`config.mk`:
```
export PLATFORM = sky130hd
export DESIGN_NAME = gshare_bp_flat
export DESIGN_NICKNAME = d
export VERILOG_FILES = /design/src/rtl/gshare_bp_pkg.sv /design/src/rtl/gshare_bp_if.sv /design/src/rtl/gshare_bp_sat_counter_table.sv /design/src/rtl/gshare_bp.sv /design/src/flat_wrapper.sv
export SDC_FILE = /design/constraint.sdc
export NUM_CORES = 1
export LEC_CHECK = 0
export ABC_AREA = 1
export CORE_MARGIN = 10
export CORE_UTILIZATION = 62
export DETAILED_ROUTE_END_ITERATION = 8
export PLACE_DENSITY = 0.94
export SYNTH_ARGS = -nofsm -noshare
export SYNTH_HDL_FRONTEND = slang
export SYNTH_SLANG_ARGS = --single-unit
```
`constraint.sdc`:
```
create_clock -name clk -period 5.6 [get_ports clk]
set_input_delay 1.12 -clock clk [delete_from_list [all_inputs] [get_ports clk]]
set_output_delay 1.12 -clock clk [all_outputs]
set_load 0.02 [all_outputs]
```
`src/rtl/gshare_bp_pkg.sv`:
```
// Shared definitions for the gshare/bimodal branch direction predictor.
// Holds counter-state constants, the FSM encoding and the index hash.
// Optional gshare indexing is selected by the CBP_GSHARE_EN macro.
package gshare_bp_pkg;

    // Counter states for the default 2-bit counter: 0, 1, 2, 3.
    localparam int DEF_CNT_W = 2;
    localparam int SNT = 0;
    localparam int WNT = (1 << (DEF_CNT_W - 1)) - 1;
    localparam int WT  = 1 << (DEF_CNT_W - 1);
    localparam int ST  = (1 << DEF_CNT_W) - 1;

    // Weakly-not-taken value for an arbitrary counter width.
    function automatic int cnt_wnt(input int cnt_w);
        return (1 << (cnt_w - 1)) - 1;
    endfunction

    // Strongly-taken (saturation) value for an arbitrary counter width.
    function automatic int cnt_st(input int cnt_w);
        return (1 << cnt_w) - 1;
    endfunction

    typedef enum logic {
        INIT = 1'b0,
        RUN  = 1'b1
    } bp_state_e;

    // Table index: PC word-index bits XOR zero-extended history.
    function automatic logic [31:0] idx_hash(input logic [31:0] pc_idx,
                                             input logic [31:0] ghr);
        return pc_idx ^ ghr;
    endfunction

endpackage

```
`src/rtl/gshare_bp_if.sv`:
```
// Fetch/execute-facing signal bundle of the branch predictor.
// master = pipeline side driving requests and training, slave = predictor.
// No latency or backpressure of its own; ready_o gates acceptance.
interface gshare_bp_if #(
    parameter int PC_W  = 32,
    parameter int IDX_W = 6,
    parameter int GHR_W = 6
);
    logic             ready_o;
    logic             pred_req_i;
    logic [PC_W-1:0]  pred_pc_i;
    logic             pred_valid_o;
    logic             pred_taken_o;
    logic [IDX_W-1:0] pred_idx_o;
    logic [GHR_W-1:0] pred_ghr_o;
    logic             train_valid_i;
    logic [IDX_W-1:0] train_idx_i;
    logic             train_taken_i;
    logic             train_mispredict_i;
    logic [GHR_W-1:0] train_ghr_i;

    modport master (
        input  ready_o, pred_valid_o, pred_taken_o, pred_idx_o, pred_ghr_o,
        output pred_req_i, pred_pc_i,
        output train_valid_i, train_idx_i, train_taken_i,
        output train_mispredict_i, train_ghr_i
    );

    modport slave (
        output ready_o, pred_valid_o, pred_taken_o, pred_idx_o, pred_ghr_o,
        input  pred_req_i, pred_pc_i,
        input  train_valid_i, train_idx_i, train_taken_i,
        input  train_mispredict_i, train_ghr_i
    );
endinterface

```
`src/rtl/gshare_bp_sat_counter_table.sv`:
```
// Array of 2^IDX_W saturating counters with sweep-init and train write port.
// Combinational read; writes land on the clock edge (read-before-write).
// No backpressure: sweep write has priority over training updates.
module sat_counter_table
    import gshare_bp_pkg::*;
#(
    parameter int IDX_W = 6,
    parameter int CNT_W = 2
) (
    input  logic             clk,
    input  logic             sweep_en,
    input  logic [IDX_W-1:0] sweep_idx,
    input  logic [IDX_W-1:0] rd_idx,
    output logic [CNT_W-1:0] rd_cnt,
    input  logic             upd_en,
    input  logic [IDX_W-1:0] upd_idx,
    input  logic             upd_taken
);
    localparam logic [CNT_W-1:0] CNT_INIT = CNT_W'(cnt_wnt(CNT_W));
    localparam logic [CNT_W-1:0] CNT_MAX  = CNT_W'(cnt_st(CNT_W));

    logic [CNT_W-1:0] cnt_mem [2**IDX_W];
    logic [CNT_W-1:0] upd_cur;
    logic [CNT_W-1:0] upd_nxt;

    assign upd_cur = cnt_mem[upd_idx];
    assign rd_cnt  = cnt_mem[rd_idx];

    // Saturating increment/decrement of the trained counter.
    always_comb begin
        upd_nxt = upd_cur;
        if (upd_taken) begin
            if (upd_cur != CNT_MAX) upd_nxt = upd_cur + CNT_W'(1);
        end else begin
            if (upd_cur != '0) upd_nxt = upd_cur - CNT_W'(1);
        end
    end

    // Single write port: init sweep first, otherwise training.
    always_ff @(posedge clk) begin
        if (sweep_en) begin
            cnt_mem[sweep_idx] <= CNT_INIT;
        end else if (upd_en) begin
            cnt_mem[upd_idx] <= upd_nxt;
        end
    end

endmodule

```
`src/rtl/gshare_bp.sv`:
```
// Conditional-branch direction predictor; gshare when CBP_GSHARE_EN, else bimodal.
// Latency: prediction registered 1 cycle after request; training visible next cycle.
// Backpressure: ready_o low during the init sweep; mispredict drops a same-cycle request.
module gshare_bp
    import gshare_bp_pkg::*;
#(
    parameter int PC_W  = 32,
    parameter int IDX_W = 6,
    parameter int CNT_W = 2,
    parameter int GHR_W = 6
) (
    input  logic        clk,
    input  logic        rst,
    gshare_bp_if.slave  bp
);
    localparam logic [IDX_W-1:0] LAST_IDX = '1;

    bp_state_e        state_q, state_d;
    logic [IDX_W-1:0] sweep_q, sweep_d;
    logic             sweep_en;
    logic             run;

    logic [PC_W-1:0]  pc_w;
    logic [IDX_W-1:0] pc_idx;
    logic [IDX_W-1:0] rd_idx;
    logic [CNT_W-1:0] rd_cnt;
    logic             pred_tk;
    logic             train_en;
    logic             accept;
    logic [GHR_W-1:0] ghr_snap;

    logic             valid_q;
    logic             taken_q;
    logic [IDX_W-1:0] idx_q;
    logic [GHR_W-1:0] ghr_out_q;

    // FSM state and sweep pointer registers.
    always_ff @(posedge clk) begin
        if (rst) begin
            state_q <= INIT;
            sweep_q <= '0;
        end else begin
            state_q <= state_d;
            sweep_q <= sweep_d;
        end
    end

    // Sweep one entry per cycle in INIT, then stay in RUN.
    always_comb begin
        state_d  = state_q;
        sweep_d  = sweep_q;
        sweep_en = 1'b0;
        case (state_q)
            INIT: begin
                sweep_en = 1'b1;
                sweep_d  = sweep_q + IDX_W'(1);
                if (sweep_q == LAST_IDX) state_d = RUN;
            end
            RUN: begin
                state_d = RUN;
            end
            default: state_d = INIT;
        endcase
    end

    assign run      = (state_q == RUN);
    assign pc_w     = bp.pred_pc_i;
    assign pc_idx   = pc_w[IDX_W+1:2];
    assign pred_tk  = rd_cnt[CNT_W-1];
    assign train_en = run && bp.train_valid_i;

    logic unused_pc;
    assign unused_pc = ^pc_w;

`ifdef CBP_GSHARE_EN
    logic [GHR_W-1:0] ghr_q;
    logic             flush;

    assign flush    = train_en && bp.train_mispredict_i;
    assign accept   = run && bp.pred_req_i && !flush;
    assign rd_idx   = IDX_W'(idx_hash(32'(pc_idx), 32'(ghr_q)));
    assign ghr_snap = ghr_q;

    // History: mispredict recovery outranks the speculative shift.
    always_ff @(posedge clk) begin
        if (rst) begin
            ghr_q <= '0;
        end else if (flush) begin
            ghr_q <= GHR_W'({bp.train_ghr_i, bp.train_taken_i});
        end else if (accept) begin
            ghr_q <= GHR_W'({ghr_q, pred_tk});
        end
    end
`else
    logic unused_train;

    assign accept       = run && bp.pred_req_i;
    assign rd_idx       = pc_idx;
    assign ghr_snap     = '0;
    assign unused_train = ^{bp.train_ghr_i, bp.train_mispredict_i};
`endif

    sat_counter_table #(
        .IDX_W (IDX_W),
        .CNT_W (CNT_W)
    ) u_table (
        .clk       (clk),
        .sweep_en  (sweep_en),
        .sweep_idx (sweep_q),
        .rd_idx    (rd_idx),
        .rd_cnt    (rd_cnt),
        .upd_en    (train_en),
        .upd_idx   (bp.train_idx_i),
        .upd_taken (bp.train_taken_i)
    );

    // Registered prediction outputs; fields hold between predictions.
    always_ff @(posedge clk) begin
        if (rst) begin
            valid_q   <= 1'b0;
            taken_q   <= 1'b0;
            idx_q     <= '0;
            ghr_out_q <= '0;
        end else begin
            valid_q <= accept;
            if (accept) begin
                taken_q   <= pred_tk;
                idx_q     <= rd_idx;
                ghr_out_q <= ghr_snap;
            end
        end
    end

    assign bp.ready_o      = run;
    assign bp.pred_valid_o = valid_q;
    assign bp.pred_taken_o = taken_q;
    assign bp.pred_idx_o   = idx_q;
    assign bp.pred_ghr_o   = ghr_out_q;

endmodule

```
`src/flat_wrapper.sv`:
```
// flat-port wrapper written by rule: the top's interface ports become plain ports
module gshare_bp_flat import gshare_bp_pkg::*;
#(
    parameter int PC_W  = 32,
    parameter int IDX_W = 6,
    parameter int CNT_W = 2,
    parameter int GHR_W = 6
)
  (clk, rst, bp_ready_o, bp_pred_valid_o, bp_pred_taken_o, bp_pred_idx_o, bp_pred_ghr_o, bp_pred_req_i, bp_pred_pc_i, bp_train_valid_i, bp_train_idx_i, bp_train_taken_i, bp_train_mispredict_i, bp_train_ghr_i);
  gshare_bp_if #(.PC_W(PC_W), .IDX_W(IDX_W), .GHR_W(GHR_W)) bp_i ();
  input  logic clk;
  input  logic rst;
  output wire logic [$bits(bp_i.ready_o)-1:0] bp_ready_o;
  output wire logic [$bits(bp_i.pred_valid_o)-1:0] bp_pred_valid_o;
  output wire logic [$bits(bp_i.pred_taken_o)-1:0] bp_pred_taken_o;
  output wire logic [$bits(bp_i.pred_idx_o)-1:0] bp_pred_idx_o;
  output wire logic [$bits(bp_i.pred_ghr_o)-1:0] bp_pred_ghr_o;
  input wire logic [$bits(bp_i.pred_req_i)-1:0] bp_pred_req_i;
  input wire logic [$bits(bp_i.pred_pc_i)-1:0] bp_pred_pc_i;
  input wire logic [$bits(bp_i.train_valid_i)-1:0] bp_train_valid_i;
  input wire logic [$bits(bp_i.train_idx_i)-1:0] bp_train_idx_i;
  input wire logic [$bits(bp_i.train_taken_i)-1:0] bp_train_taken_i;
  input wire logic [$bits(bp_i.train_mispredict_i)-1:0] bp_train_mispredict_i;
  input wire logic [$bits(bp_i.train_ghr_i)-1:0] bp_train_ghr_i;
  assign bp_ready_o = bp_i.ready_o;
  assign bp_pred_valid_o = bp_i.pred_valid_o;
  assign bp_pred_taken_o = bp_i.pred_taken_o;
  assign bp_pred_idx_o = bp_i.pred_idx_o;
  assign bp_pred_ghr_o = bp_i.pred_ghr_o;
  assign bp_i.pred_req_i = bp_pred_req_i;
  assign bp_i.pred_pc_i = bp_pred_pc_i;
  assign bp_i.train_valid_i = bp_train_valid_i;
  assign bp_i.train_idx_i = bp_train_idx_i;
  assign bp_i.train_taken_i = bp_train_taken_i;
  assign bp_i.train_mispredict_i = bp_train_mispredict_i;
  assign bp_i.train_ghr_i = bp_train_ghr_i;
  gshare_bp #(.PC_W(PC_W), .IDX_W(IDX_W), .CNT_W(CNT_W), .GHR_W(GHR_W)) u_core (.clk(clk), .rst(rst), .bp(bp_i));
endmodule
```
=== After elaboration in Yosys (flattened, before gate mapping) ===
Memory sizes are Yosys's and may differ from the RTL's. A register that Yosys moved wholly into a read port is not among the register bits.
Cells that the tools add are included.

* Flip-flop bits (word level): 14
* Memory bits (writable): 128
* Input bits: 50
* Output and inout bits: 15
* Word-level logic and storage cells: 27
* Memories kept: 1

* $add $sub $neg: 3
* Eq/ne operators: 2
* Muxes and demuxes: 12
* Bitwise operators: 1
* Reductions and logical operators: 4

{| class="wikitable"
|+ Memories
! name !! words !! bits a word !! read ports !! clocked after Yosys merged registers in !! wr ports !! RTL line !! source
|-
| u_core.u_table.cnt_mem || 64 || 2 || 2 || 1 || 1 || gshare_bp_sat_counter_table.sv:22 || <nowiki>logic [CNT_W-1:0] cnt_mem [2**IDX_W];</nowiki>
|}

{| class="wikitable"
|+ Operators by type and width
! operator !! number
|-
| two-way mux 2 bit || 4
|-
| adder 6 x 1 -> 6 bit (second input constant) || 1
|-
| == test 6 bit (second input constant) || 1
|-
| two-way mux 1 bit || 6
|-
| two-way mux 6 bit || 1
|-
| adder 2 x 1 -> 2 bit (second input constant) || 1
|-
| logical AND 1 bit || 2
|-
| != test 2 bit (second input constant) || 1
|-
| case mux 1 bit (2 select lines) || 1
|-
| nonzero test 2 bit || 1
|-
| OR reduction 2 bit || 1
|-
| subtractor 2 x 1 -> 2 bit (second input constant) || 1
|-
| NOT 1 bit || 1
|}

=== Logic depth before layout (Yosys ltp) ===
* Depth in word-level cells: 6
* Gate-level depth with buffers: 13
* Gate-level depth less buffers: 11

=== By module ===
Synthesis repeated with hierarchy kept, for this count alone.

* Cell total of the unflattened synthesis: 855
* Area total of the unflattened synthesis: 7494.7 µm²

{| class="wikitable"
|+ By module, submodules not included
! module !! instances !! cells an instance !! area each (µm²) !! sequential area each (µm²)
|-
| sat_counter_table || 1 || 771 || 6840.3 || 3843.7
|-
| gshare_bp || 1 || 84 || 654.4 || 300.3
|}

=== Least setup slack after synthesis ===
OpenSTA, ideal clock, no wires.

* Kind: input to register
* Start: in bp_train_idx_i[2]
* End: mem u_core.u_table.cnt_mem[0][1], data pin
* Data arrival time: 3587 ps
* Path slack: 1512 ps
* Stages: 11
* Buffers on the path: 2
* Path through: buf_2 inv_1 buf_2 nand3_1 nand2_1 nand2_1 nand3_1 nand3_1 nand3b_1 nand2_1 nor2_1

* Longest elaborated chain between the ends: 5

{| class="wikitable"
|+ Ends and longest elaborated chain
! item !! RTL line !! source
|-
| start: declaration || flat_wrapper.sv:21 || <nowiki>input wire logic [$bits(bp_i.train_idx_i)-1:0] bp_train_idx_i;</nowiki>
|-
| memory read (64 x 2 bit) (*) || - ||
|-
| subtractor 2 x 1 -> 2 bit (tied with other cells) || gshare_bp_sat_counter_table.sv:35 || <nowiki>if (upd_cur != '0) upd_nxt = upd_cur - CNT_W'(1);</nowiki>
|-
| two-way mux 2 bit (on tied branches) || gshare_bp_sat_counter_table.sv:35, gshare_bp_sat_counter_table.sv:33 ||
|-
| two-way mux 2 bit (*) || gshare_bp_sat_counter_table.sv:32 || <nowiki>if (upd_taken) begin</nowiki>
|-
| two-way mux 2 bit (no source line) (*) || - ||
|-
| end: declaration || gshare_bp_sat_counter_table.sv:22 ||
|}

Mark *: on every way between the ends. The rest lies on a longest branch, timed or not.

=== Worst setup path after layout ===
* Start: in bp_train_idx_i[1]
* End: mem u_core.u_table.cnt_mem[44][1], data pin

The elaborated chain is that of the path after synthesis.

==> metrics.cfg <==
[grt]
grt_start_max_net_pins=66
grt_pass1_vias=6235
grt_usage_pct=24.6
grt_pass1_wl_um=31100
overflow=0
antenna_found_initial=0

[sta]
period_share_pct=68.2
setup_tns_ns=0
finClkSkew_ns=0.00746
fmax_mhz=262
hold_viol=0
slew_headroom_pct=15.7
grt_setup_unrepaired=false
setup_viol=0
drv_slew=0
post-route-min-period_ns=3.82
worst_slew_pin_slew_ns=1.26
holdWs_ns=0.526

[die]
pin_count=65
die_area_mm2=0.0158
start_util_pct=63.7
core_area_mm2=0.0109
die_x_um=126
row_count=38
die_y_um=126

[yosys]
synth_area_leaders=edfxtp_1, nand2_1, nand3_1
yosysWarnings=0
yosys_register_bits=143
yosys.area.top_type_share_pct=55.5
syn_inst=759
syn_area_mm2=0.00693
seq_area_frac_synth_pct=59.8
synth_area_leader_cell=edfxtp_1
avgSynthCellArea_um2=9.13
yosysUniqueCellTypes=29

[outcome]
status=finished, final reports clean

[power_and_ir_drop]
leakage_nw=2.97
intPower_w=0.00187
vdd_drop_max_mv=0.191
p_sw_w=0.000581
switching_share_pct=23.7
p_per_area_mw_per_mm2=317
p_seq_share_pct=47.0
clock_power_share_pct=45.3
power_frac_comb_pct=7.6

[clock_tree]
cts_root_buffer=clkbuf_8
cts.hold.buffers_added=0
tritoncts=done
cts_setup_buffers=0
cts_buffers=17
path_clk_slew_ns=0.06
htreeDepth=4
post_cts_resized=0
clk_latency_ns=0.54
clkSinkCount=143
clk_path_buf_depth=2

[critical_path]
r2r_end=u_core.u_table.cnt_mem[2][1]
worstSetupPathType=primary input to flip-flop
critPathArrivalTime_ns=4.10
endpoint_kind=flip-flop
start_kind=primary input
cp_max_fo=36
r2r_start=u_core.bp.ready_o
reg2reg_slack_ns=2.91
cp_data_required_time_ns=5.88
r2r_cells=7

[detailed_routing]
drt-pass1-iter-count=9
wl_um=20000
via_per_inst=6.71
vias=6197
ant_nets=0
drc_errors=0
routedWlPerCell_um=21.7
drt-initial-drc-count=1337

[place]
routabilityCongestion=0.946
dp_hpwl_um=11300
port_buffers=25
place_area_mm2=0.00717

[final_layout]
regArea_mm2=0.00414
fillCellCount=700
antenna_cells=0
final_cell_mix=nand2_1, nand3_1, edfxtp_1
nNetsFinal=821
fin_area_mm2=0.00776
mostFrequentLayoutCell=nand2_1
area_growth_pct=11.9
multi_input_area_mm2=0.00244
layout-drive-gt1-share_pct=7.15

[hold_path]
worstHoldStart=u_core.sweep_q[3]
hold_path_class=flip-flop to flip-flop
worstHoldPathCells=2
hold_end=u_core.sweep_q[4]

[job]
timing.max_cap.violations=0

metal layers:
layer / share of wire, % / vias to the layer above / GRT usage [%]
li1: - / 2625 / -
met1: 32 / 2768 / 28.2
met2: 45 / 638 / 38.3
met3: 15 / 166 / 7.68
met4: 7.2 / 0 / 18.5
met5: 0 / - / 0
cells by family (layout without fill, tap and decap cells):
group	after synthesis	after routing	synth area share (%)
adders and majority gates	1	1	0.180
other	1	6	0.0541
and+or+nand+nor	504	504	31.4
DFF	143	143	59.8
buffers and inverters	72	91	5.38
AOI/OAI and AO/OA	38	38	3.20
layout make-up:
| cell class | instances | share of cell area [%] |
|---|---|---|
| clock buffers | 17 | 5.34 |
| clock inverters | 15 | 2.19 |
| inverters | 27 | 1.31 |
| multi-input cells | 549 | 31.5 |
| flip-flops and latches | 143 | 53.4 |
| well taps | 140 | 2.26 |
| repair buffers | 32 | 4.00 |
power by group through the flow:
stage | Combinational, W | Clock, W | Sequential [W]
floorplan | 0.000123 | 0 | 0.00118
finish | 0.000187 | 0.00111 | 0.00115
detailed placement | 0.000173 | 0 | 0.00118
global placement | 0.000166 | 0 | 0.00118
global route | 0.000195 | 0.00116 | 0.00115
CTS | 0.000176 | 0.00111 | 0.00115
critical path, cell delays in order:
cell and delay, ns:
clkdlybuf4s50_1 0.44, inv_1 0.91, nand3_1 0.29, nand3_1 0.19, nand2_1 0.10, nand2_1 0.07
nand3_1 0.09, nand3_1 0.11, nand2_1 0.09, a21oi_1 0.25, nor2_4 0.19, buf_12 0.22
synthesized netlist by cell type:
library cell	count
o21ai_4	1
nand3b_1	1
or2_1	1
buf_1	1
a21oi_1	16
clkbuf_1	5
o21ai_2	5
inv_2	4
o22ai_1	1
buf_4	14
conb_1	1
nor2_1	71
buf_6	3
nor4_1	6
inv_1	22
or2_2	2
o21ai_0	15
clkinv_1	1
nand3_1	169
nor3_1	3
nand2_2	1
nand3_2	3
ha_1	1
buf_2	22
edfxtp_1	128
nor2_4	1
dfxtp_1	15
nand2_1	240
nand4_1	6
registers in the layout, indices dropped and copies added (netlist names):
name                    count
u_core.bp.pred_idx_o        6
u_core.bp.pred_taken_o      1
u_core.bp.pred_valid_o      1
u_core.bp.ready_o           1
u_core.sweep_q              6
u_core.u_table.cnt_mem    128
per-stage QoR:
| stage | std cells | worst slack [ns] | total power (W) | util [%] |
|---|---|---|---|---|
| 2_1_floorplan | 764 | 1.51 | 0.00130 | - |
| 3_3_place_gp | 891 | 1.59 | 0.00134 | 65.9 |
| 3_5_place_dp | 891 | 1.42 | 0.00135 | 65.9 |
| 4_1_cts | 923 | 1.94 | 0.00244 | 71.2 |
| 5_1_grt | 923 | 1.50 | 0.00251 | 71.2 |
| 6_report | 923 | 1.78 | 0.00246 | 71.2 |
worst max-delay path by stage:
stage | start | endpoint | depth (start not counted)
finish | bp_train_idx_i[1] | u_core.u_table.cnt_mem[44][1] | 12
global route | bp_train_idx_i[1] | u_core.u_table.cnt_mem[44][1] | 12
CTS | bp_train_idx_i[1] | u_core.u_table.cnt_mem[45][1] | 12
detailed placement | bp_train_idx_i[1] | u_core.u_table.cnt_mem[46][1] | 12
global placement | bp_train_idx_i[1] | u_core.u_table.cnt_mem[47][1] | 12
floorplan | bp_train_idx_i[2] | u_core.u_table.cnt_mem[0][1] | 11
No activity file was read; power rests on OpenSTA's default activity.
